===== src/rtl/branch_predictor_table_ctrl.sv =====
// Table controller for a branch predictor RAM: clears the table after reset/flush,
// buffers training updates, arbitrates the write port and forwards writes to lookups.
module branch_predictor_table_ctrl #(
   parameter int C_DATA_WIDTH       = 20,
   parameter int C_DEPTH            = 512,
   parameter int UPDATE_QUEUE_DEPTH = 2
) (
   input  logic                        clk,
   input  logic                        rst,
   input  logic                        flush,
   output logic                        init_done,
   input  logic                        lookup_valid,
   input  logic [$clog2(C_DEPTH)-1:0]  lookup_addr,
   output logic                        lookup_data_valid,
   output logic [C_DATA_WIDTH-1:0]     lookup_data,
   input  logic                        update_valid,
   input  logic [$clog2(C_DEPTH)-1:0]  update_addr,
   input  logic [C_DATA_WIDTH-1:0]     update_data,
   output logic                        update_ready,
   output logic [$clog2(C_DEPTH)-1:0]  ram_write_addr,
   output logic                        ram_write_en,
   output logic [C_DATA_WIDTH-1:0]     ram_write_data,
   output logic [$clog2(C_DEPTH)-1:0]  ram_read_addr,
   output logic                        ram_read_en,
   input  logic [C_DATA_WIDTH-1:0]     ram_read_data
);
   localparam int AW = $clog2(C_DEPTH);
   localparam int QW = $clog2(UPDATE_QUEUE_DEPTH);
   localparam int CW = QW + 1;

   typedef enum logic {S_CLEAR, S_RUN} state_t;

   state_t                  state_q, state_d;
   logic [AW-1:0]           clr_cnt_q, clr_cnt_d;
   logic [QW-1:0]           wr_ptr_q, wr_ptr_d, rd_ptr_q, rd_ptr_d, wr_base;
   logic [CW-1:0]           q_count_q, q_count_d;
   logic [AW-1:0]           q_addr_q [UPDATE_QUEUE_DEPTH];
   logic [AW-1:0]           q_addr_d [UPDATE_QUEUE_DEPTH];
   logic [C_DATA_WIDTH-1:0] q_data_q [UPDATE_QUEUE_DEPTH];
   logic [C_DATA_WIDTH-1:0] q_data_d [UPDATE_QUEUE_DEPTH];
   logic                    lookup_vld_q, lookup_vld_d;
   logic                    fwd_hit_q, fwd_hit_d;
   logic [C_DATA_WIDTH-1:0] fwd_data_q, fwd_data_d;

   logic in_run, flush_run, push, pop, lookup_acc;

   assign in_run       = (state_q == S_RUN);
   assign flush_run    = in_run & flush;
   assign update_ready = (q_count_q != CW'(UPDATE_QUEUE_DEPTH));
   assign push         = update_valid & update_ready;
   // The queue head is dropped, not written, in the flush cycle: it would be wiped anyway.
   assign pop          = in_run & ~flush & (q_count_q != '0);
   assign lookup_acc   = lookup_valid & in_run & ~rst;

   assign init_done         = in_run & ~rst;
   assign ram_read_en       = lookup_acc;
   assign ram_read_addr     = lookup_addr;
   assign lookup_data_valid = lookup_vld_q;
   assign lookup_data       = fwd_hit_q ? fwd_data_q : ram_read_data;

   always_comb begin
      ram_write_en   = 1'b0;
      ram_write_addr = clr_cnt_q;
      ram_write_data = '0;
      if (!in_run) begin
         ram_write_en = ~rst;
      end else if (pop) begin
         ram_write_en   = ~rst;
         ram_write_addr = q_addr_q[rd_ptr_q];
         ram_write_data = q_data_q[rd_ptr_q];
      end
   end

   always_comb begin
      state_d   = state_q;
      clr_cnt_d = clr_cnt_q;
      if (!in_run) begin
         if (flush) begin
            clr_cnt_d = '0;
         end else if (clr_cnt_q == AW'(C_DEPTH - 1)) begin
            state_d   = S_RUN;
            clr_cnt_d = '0;
         end else begin
            clr_cnt_d = clr_cnt_q + 1'b1;
         end
      end else if (flush) begin
         state_d   = S_CLEAR;
         clr_cnt_d = '0;
      end
   end

   // A flush in RUN empties the queue but keeps the update accepted alongside it.
   always_comb begin
      q_addr_d = q_addr_q;
      q_data_d = q_data_q;
      wr_base  = flush_run ? '0 : wr_ptr_q;
      if (push) begin
         q_addr_d[wr_base] = update_addr;
         q_data_d[wr_base] = update_data;
      end
      wr_ptr_d  = wr_base + QW'(push);
      rd_ptr_d  = flush_run ? '0 : rd_ptr_q + QW'(pop);
      q_count_d = flush_run ? CW'(push) : q_count_q + CW'(push) - CW'(pop);
   end

   always_comb begin
      lookup_vld_d = lookup_acc;
      fwd_hit_d    = lookup_acc & ram_write_en & (ram_write_addr == lookup_addr);
      fwd_data_d   = ram_write_data;
   end

   always_ff @(posedge clk) begin
      if (rst) begin
         state_q      <= S_CLEAR;
         clr_cnt_q    <= '0;
         wr_ptr_q     <= '0;
         rd_ptr_q     <= '0;
         q_count_q    <= '0;
         lookup_vld_q <= 1'b0;
         fwd_hit_q    <= 1'b0;
      end else begin
         state_q      <= state_d;
         clr_cnt_q    <= clr_cnt_d;
         wr_ptr_q     <= wr_ptr_d;
         rd_ptr_q     <= rd_ptr_d;
         q_count_q    <= q_count_d;
         lookup_vld_q <= lookup_vld_d;
         fwd_hit_q    <= fwd_hit_d;
      end
      fwd_data_q <= fwd_data_d;
      q_addr_q   <= q_addr_d;
      q_data_q   <= q_data_d;
   end
endmodule


===== config.mk =====
export PLATFORM = sky130hd
export DESIGN_NAME = branch_predictor_table_ctrl
export DESIGN_NICKNAME = d
export VERILOG_FILES = /design/src/rtl/branch_predictor_table_ctrl.sv
export SDC_FILE = /design/constraint.sdc
export NUM_CORES = 1
export LEC_CHECK = 0
export BUFFER_PORTS_ARGS = -buffer_cell sky130_fd_sc_hd__buf_2
export CAP_MARGIN = 20
export CORE_UTILIZATION = 33
export CTS_CLUSTER_SIZE = 28
export DETAILED_ROUTE_END_ITERATION = 7
export GPL_TIMING_DRIVEN = 0
export SYNTH_ARGS = -nofsm -noshare
export SYNTH_HDL_FRONTEND = slang
export SYNTH_SLANG_ARGS = --single-unit

===== constraint.sdc =====
create_clock -name clk -period 2.2 [get_ports clk]
set_clock_uncertainty 0.05 [all_clocks]
set_input_delay 0.44 -clock clk [delete_from_list [all_inputs] [get_ports clk]]
set_output_delay 0.44 -clock clk [all_outputs]
set_load 0.02 [all_outputs]

==> Yosys cells after proc, flatten, opt, wreduce, memory -nomap -nowiden <==
Index checks and enable logic that the tools add are counted.
Widths: inputs -> output; s select.
{ "word_totals": {"regBits": 94, "output_inout_bits": 63, "word_cells": 70} }
{ "op_classes": {"n_eq_ne": 4, "order_cmp": 3, "bitwise": 13, "mux": 29, "reduce_logical": 3, "n_addsub": 5} }
{ "op_table": {"columns": ["op", "n"], "rows": [
  ["$mux 20", 7],
  ["$mux 9", 10],
  ["$bwmux 40", 1],
  ["$demux 20 s1", 1],
  ["$bwmux 18", 1],
  ["$add 9x1->9 const B", 1],
  ["$and 1x1->1", 9],
  ["$demux 9 s1", 1],
  ["$eq 9x9->1", 1],
  ["$eq 9x9->1 const B", 1],
  ["$mux 1", 8],
  ["$ge 2x2->1 const B", 2],
  ["$ne 2x2->1 const B", 2],
  ["$not 1->2", 2],
  ["$add 1x1->1", 2],
  ["$add 2x1->2", 1],
  ["$lt 2x1->1 const B", 1],
  ["$not 1->1", 2],
  ["$reduce_bool 2->1", 1],
  ["$reduce_or 2->1", 1],
  ["$sub 2x1->2", 1],
  ["$logic_and 1x1->1", 1]
]} }

==> Longest topological paths before layout <==
{ "logic_depth": {"ltp_word": 8, "mapped_depth": 11, "mapped_depth_nobuf": 9} }

==> Worst setup path before layout <==
Ideal clock, no wire load.
{ "synth_timing": {"kind": "flip-flop to flip-flop", "startpoint": "register clr_cnt_q[0]", "endpoint": "register clr_cnt_q[7]", "n_path_buf": 2, "setup_time_ns": 0.071, "arrival_time_ns": 2.132, "path_stages_with_launch": 12, "t_required_ns": 2.079, "path_slack_ns": -0.053, "cell_sequence": "dfxtp_1 ha_1 and3_1 and3_1 and3_1 ha_1 clkbuf_1 or2_2 clkbuf_1 nor2_1 nand4_1 a21oi_1"} }
{ "synth_via": {"elab_chain_len": 4, "elab_cells_between_ends": 5} }
{ "synth_lines": {"columns": ["element", "line", "text"], "rows": [
  ["from (decl)", "34", "logic [AW-1:0] clr_cnt_q, clr_cnt_d;"],
  ["from (signal assigned)", "123", "clr_cnt_q <= clr_cnt_d;"],
  ["$add 9x1->9 or $eq 9x9->1 (tied branches)", "84, 80", null],
  ["$mux 9 (*)", "80", "end else if (clr_cnt_q == AW'(C_DEPTH - 1)) begin"],
  ["$mux 9 (*)", "78", "if (flush) begin"],
  ["$mux 9 (*)", "77", "if (!in_run) begin"]
]} }
Every way passes the cells marked *; elsewhere a longest branch is shown, timed or not.
A chain may end at the register's enable or synchronous reset.

==> Worst setup path after layout <==
{ "layout_timing": {"startpoint": "register q_count_q[1]", "endpoint": "output ram_write_data[4]"} }
{ "layout_via": {"elab_chain_len": 4} }
{ "layout_lines": {"columns": ["element", "line", "text"], "rows": [
  ["from (decl)", "36", "logic [CW-1:0] q_count_q, q_count_d;"],
  ["from (signal assigned)", "126", "q_count_q <= q_count_d;"],
  ["$reduce_bool 2->1", "52", "assign pop = in_run & ~flush & (q_count_q != '0);"],
  ["$and 1x1->1", "52", null],
  ["$mux 20", "67", "end else if (pop) begin"],
  ["$mux 20", "65", "if (!in_run) begin"],
  ["to (decl)", "22", "output logic [C_DATA_WIDTH-1:0] ram_write_data,"]
]} }
No other way between the ends.

==> flow_results.org <==
** Route
- The detailed router put a total of 3.93 mm of wire on met1.
- Avg WL per Cell :: about 16 um
- Number of DRC markers in iteration 0 :: between 150 and 200
- Total Routed Length :: slightly below 10 mm
- Average vias per placed instance :: ~4.8
- Highest metal layer with signal wires :: met4
- Detailed routing placed a total of between 5 and 6 mm of wire on met2.
- In the routed design, unresolved DRC markers number 9.
- Antenna Nets Post-Route :: 0
- Total via count in the routed design :: slightly below 3000
- Wire segments on met3 add up to around 510 um in the final route.
- The first detailed-routing pass ran for 6 iterations.

** Yosys
- Sequential-to-total area share from yosys stat :: 62.2%
- In this run the biggest area consumer among cell types represents between 40% and 50% of the synthesized area.
- Yosys printed 0 warnings.
- Syn Nets :: 382
- Most repeated cell in the gate-level netlist after synthesis :: edfxtp_1
- Synthesis handed over a netlist of ~310 instances.
- Cell taking the most area after synthesis :: edfxtp_1
- Dominant register cell in the synthesized netlist :: edfxtp_1
- Distinct cells, synth :: 34
- Async S/R FF share, synth :: 0%
- By area the synthesized netlist is led by edfxtp_1 44%, dfxtp_1 18%, mux2i_1 7.6%.
- In this run, synthesis produced a sequential element count of 94.
- The cell area that synthesis handed to floorplanning was slightly below 0.004 sq mm.
- Average cell area after synthesis :: around 13 sq um
- By count the netlist is led by 58 x edfxtp_1, 40 x nor2_1, 36 x dfxtp_1.
- Number of enable flip-flop cells after synthesis :: 58

** Power
- IR analysis of the VDD net gives a maximum drop of approximately 0.7 mV.
- Total power consumption of the routed design :: between 3 and 4 mW
- Cell Pwr Density :: ~700 mW/mm^2
- Leakage power summed over all cells :: between 2 and 2.5 nW

** Worst setup path
- STA classifies the critical path startpoint as a register.
- Arrival time at the worst endpoint :: ~1.6 ns
- Worst Path Class, Setup :: register to primary output
- In this run the worst path has a maximum fanout of 5.
- Capturing element type of the critical path :: primary output
- STA puts the critical path data required time at between 1.5 and 2 ns.

** Timing
- Final setup violating endpoints :: 0
- Post-route worst setup slack :: ~0.065 ns
- Timing would allow up to approximately 0.47 GHz.
- Final hold slack :: 0.227 ns
- At the pin with the least slew margin, the transition time is between 0.7 and 0.8 ns.
- Crit share post-route :: approximately 97%
- Final Hold Vio Count :: 0
- The final number of max-transition violations is 0.
- Minimum period implied by the final worst setup slack :: between 2 and 2.5 ns
- Relative max-transition margin :: a little under 50%

** Clocking
- TritonCTS built the clock tree.
- In this run, CTS created clock tree buffers numbering 9.
- Clock-pin slew was measured on the worst setup and hold paths at approximately 0.07 ns.
- The clock tree synthesis step divided the H-tree into 3 levels.
- Number of hold buffers added after CTS :: 0
- The longest clock path from root to sink contains 2 buffers.
- Clock latency of the later-clocked register in the worst-skew pair :: between 0.3 and 0.4 ns
- Buffer cell driving the clock tree root :: clkbuf_16
- The clock net in this run drives a total of 94 sinks.

** Die
- Width of the die :: between 100 and 150 um
- In this run the count of I/O pins placed on the die edge is between 100 and 150.
- Measured along the y axis, the die boundary spans 112 um.
- The total area inside the core boundary comes to ~0.012 sq mm.
- Starting density of the core :: 34.2%
- Cell row count :: 39
- The die covers 0.0124 sq mm.

** Finish
- Layout-stage area growth over the synthesis result :: 43.3%
- Share of final-layout standard cells stronger than drive strength 1 :: roughly 53%
- The repair_antennas step left the layout with diodes totalling 0.
- Counting the fill cells in the layout gives between 1000 and 1500.
- The net count of the finished layout is about 530.

** GRT
- Global routing finished with a remaining overflow of 0.
- The initial antenna violation count came to 0.
- The first global-routing pass estimated around 15 mm of wire.
- Overall Global Routing Usage :: about 16%
- Entering global routing, the biggest net connects 30 pins.
- The number of global-route vias before repair came to roughly 3000.

** Outcome
- The flow ran to the end, but the final reports show violations.
- The final reports fail on design-rule violations.

** Placement
- Count of buffers from port buffering :: around 130
- Prior to clock tree synthesis, the placed netlist has a worst setup slack of -0.213 ns.
- At the end of routability-driven placement, the weighted congestion stood at around 0.84.
- Summed over all nets, the half-perimeter wirelength after detailed placement is approximately 6.3 mm.

** Run
- Max-cap violations in this run came to 0.

** Hold path
- Min-delay worst type :: input port to register
## final cells by class
type,instances,area [sq um],share of cell area (%)
flip-flops and latches,94,2470,43.6
multi-input cells,190,1570,27.7
repair buffers,136,891,15.7
plain buffers,23,245,4.32
clock buffers,9,225,3.97
well taps,143,179,3.16
clock inverters,7,73.8,1.30
inverters,4,15.0,0.265
## critical path, cell delays in order (launching register included)
cell,delay [ns]
dfxtp_4,0.34
or2_1,0.23
buf_6,0.13
nand2_8,0.09
buf_12,0.14
clkbuf_16,0.17
nor2_4,0.04
buf_6,0.13
## sequential cells by signal (all words and copies together), names as in the netlist
signal	count
fwd_data_q	20
q_count_q	2
q_addr_q	18
wr_ptr_q	1
lookup_data_valid	1
q_data_q	40
fwd_hit_q	1
in_run	1
clr_cnt_q	9
rd_ptr_q	1
## layer usage
layer | vias to the layer above | global-route usage, %
met5 | - | 0
met4 | 0 | 6.85
met3 | 13 | 5.17
met2 | 88 | 28.3
met1 | 1412 | 17.3
li1 | 1424 | -
## kinds of logic after synthesis
family          share of synthesized area, %
fa+ha+maj                               1.90
flops                                   62.2
simple gates                            8.82
buf+inv                                 4.20
mux                                     13.3
xor+xnor                                1.11
compound gates                          8.47
## where the power goes
group,internal (mW),leakage [nW],total (mW),switching [mW]
combinational,0.156,1.21,0.391,0.235
clock,0.884,0.146,1.55,0.664
sequential,1.98,0.836,2.01,0.0301
## metrics by stage
stage	instances	area [sq um]	utilization, %	setup TNS (ns)
after floorplan	313	3970	-	0
after global placement	581	4770	41.2	-21.03
after detailed placement	581	4770	41.3	-4.86
after CTS	603	5400	46.7	-0.0108
after global routing	606	5670	49.0	-0.0286
final	606	5670	49.0	0
## final timing paths
path / from / to / slack [ns] / depth (start not counted)
worst min-delay path: update_addr[3] / q_addr_q[3]$_DFFE_PP_ / 0.23 / 1
worst min register to register: clr_cnt_q[1]$_SDFFE_PP0P_ / clr_cnt_q[1]$_SDFFE_PP0P_ / 0.49 / 2
worst max-delay path: q_count_q[1]$_SDFF_PP0_ / ram_write_data[4] / 0.07 / 7
worst max register to register: clr_cnt_q[0]$_SDFFE_PP0P_ / clr_cnt_q[7]$_SDFFE_PP0P_ / 0.14 / 9
## cells in the final DEF, fill, tap and decap left out, drive strengths merged, types with 2 or more instances in the layout
master    n
buf     150
edfxtp   58
nor2     40
dfxtp    36
mux2i    30
o21ai    22
mux2     20
clkbuf   18
a21oi    17
nand2    10
a211o     7
o211ai    7
and3      6
ha        6
nand4     5
inv       5
clkinv    4
xor2      3
or2       3
and2      2
xnor2     2
a211oi    2
nand2b    2
## what timing repair did
| item | in CTS | in global routing |
|---|---|---|
| pin swaps | 0 | 3 |
| cloned | 2 | 1 |
| endpoints found under the setup margin | 56 | 65 |
| resized for setup | 85 | 62 |
| buffers inserted | 5 | 3 |
| endpoints found under the hold margin | 0 | 0 |
No activity file was read; power rests on OpenSTA's default activity.
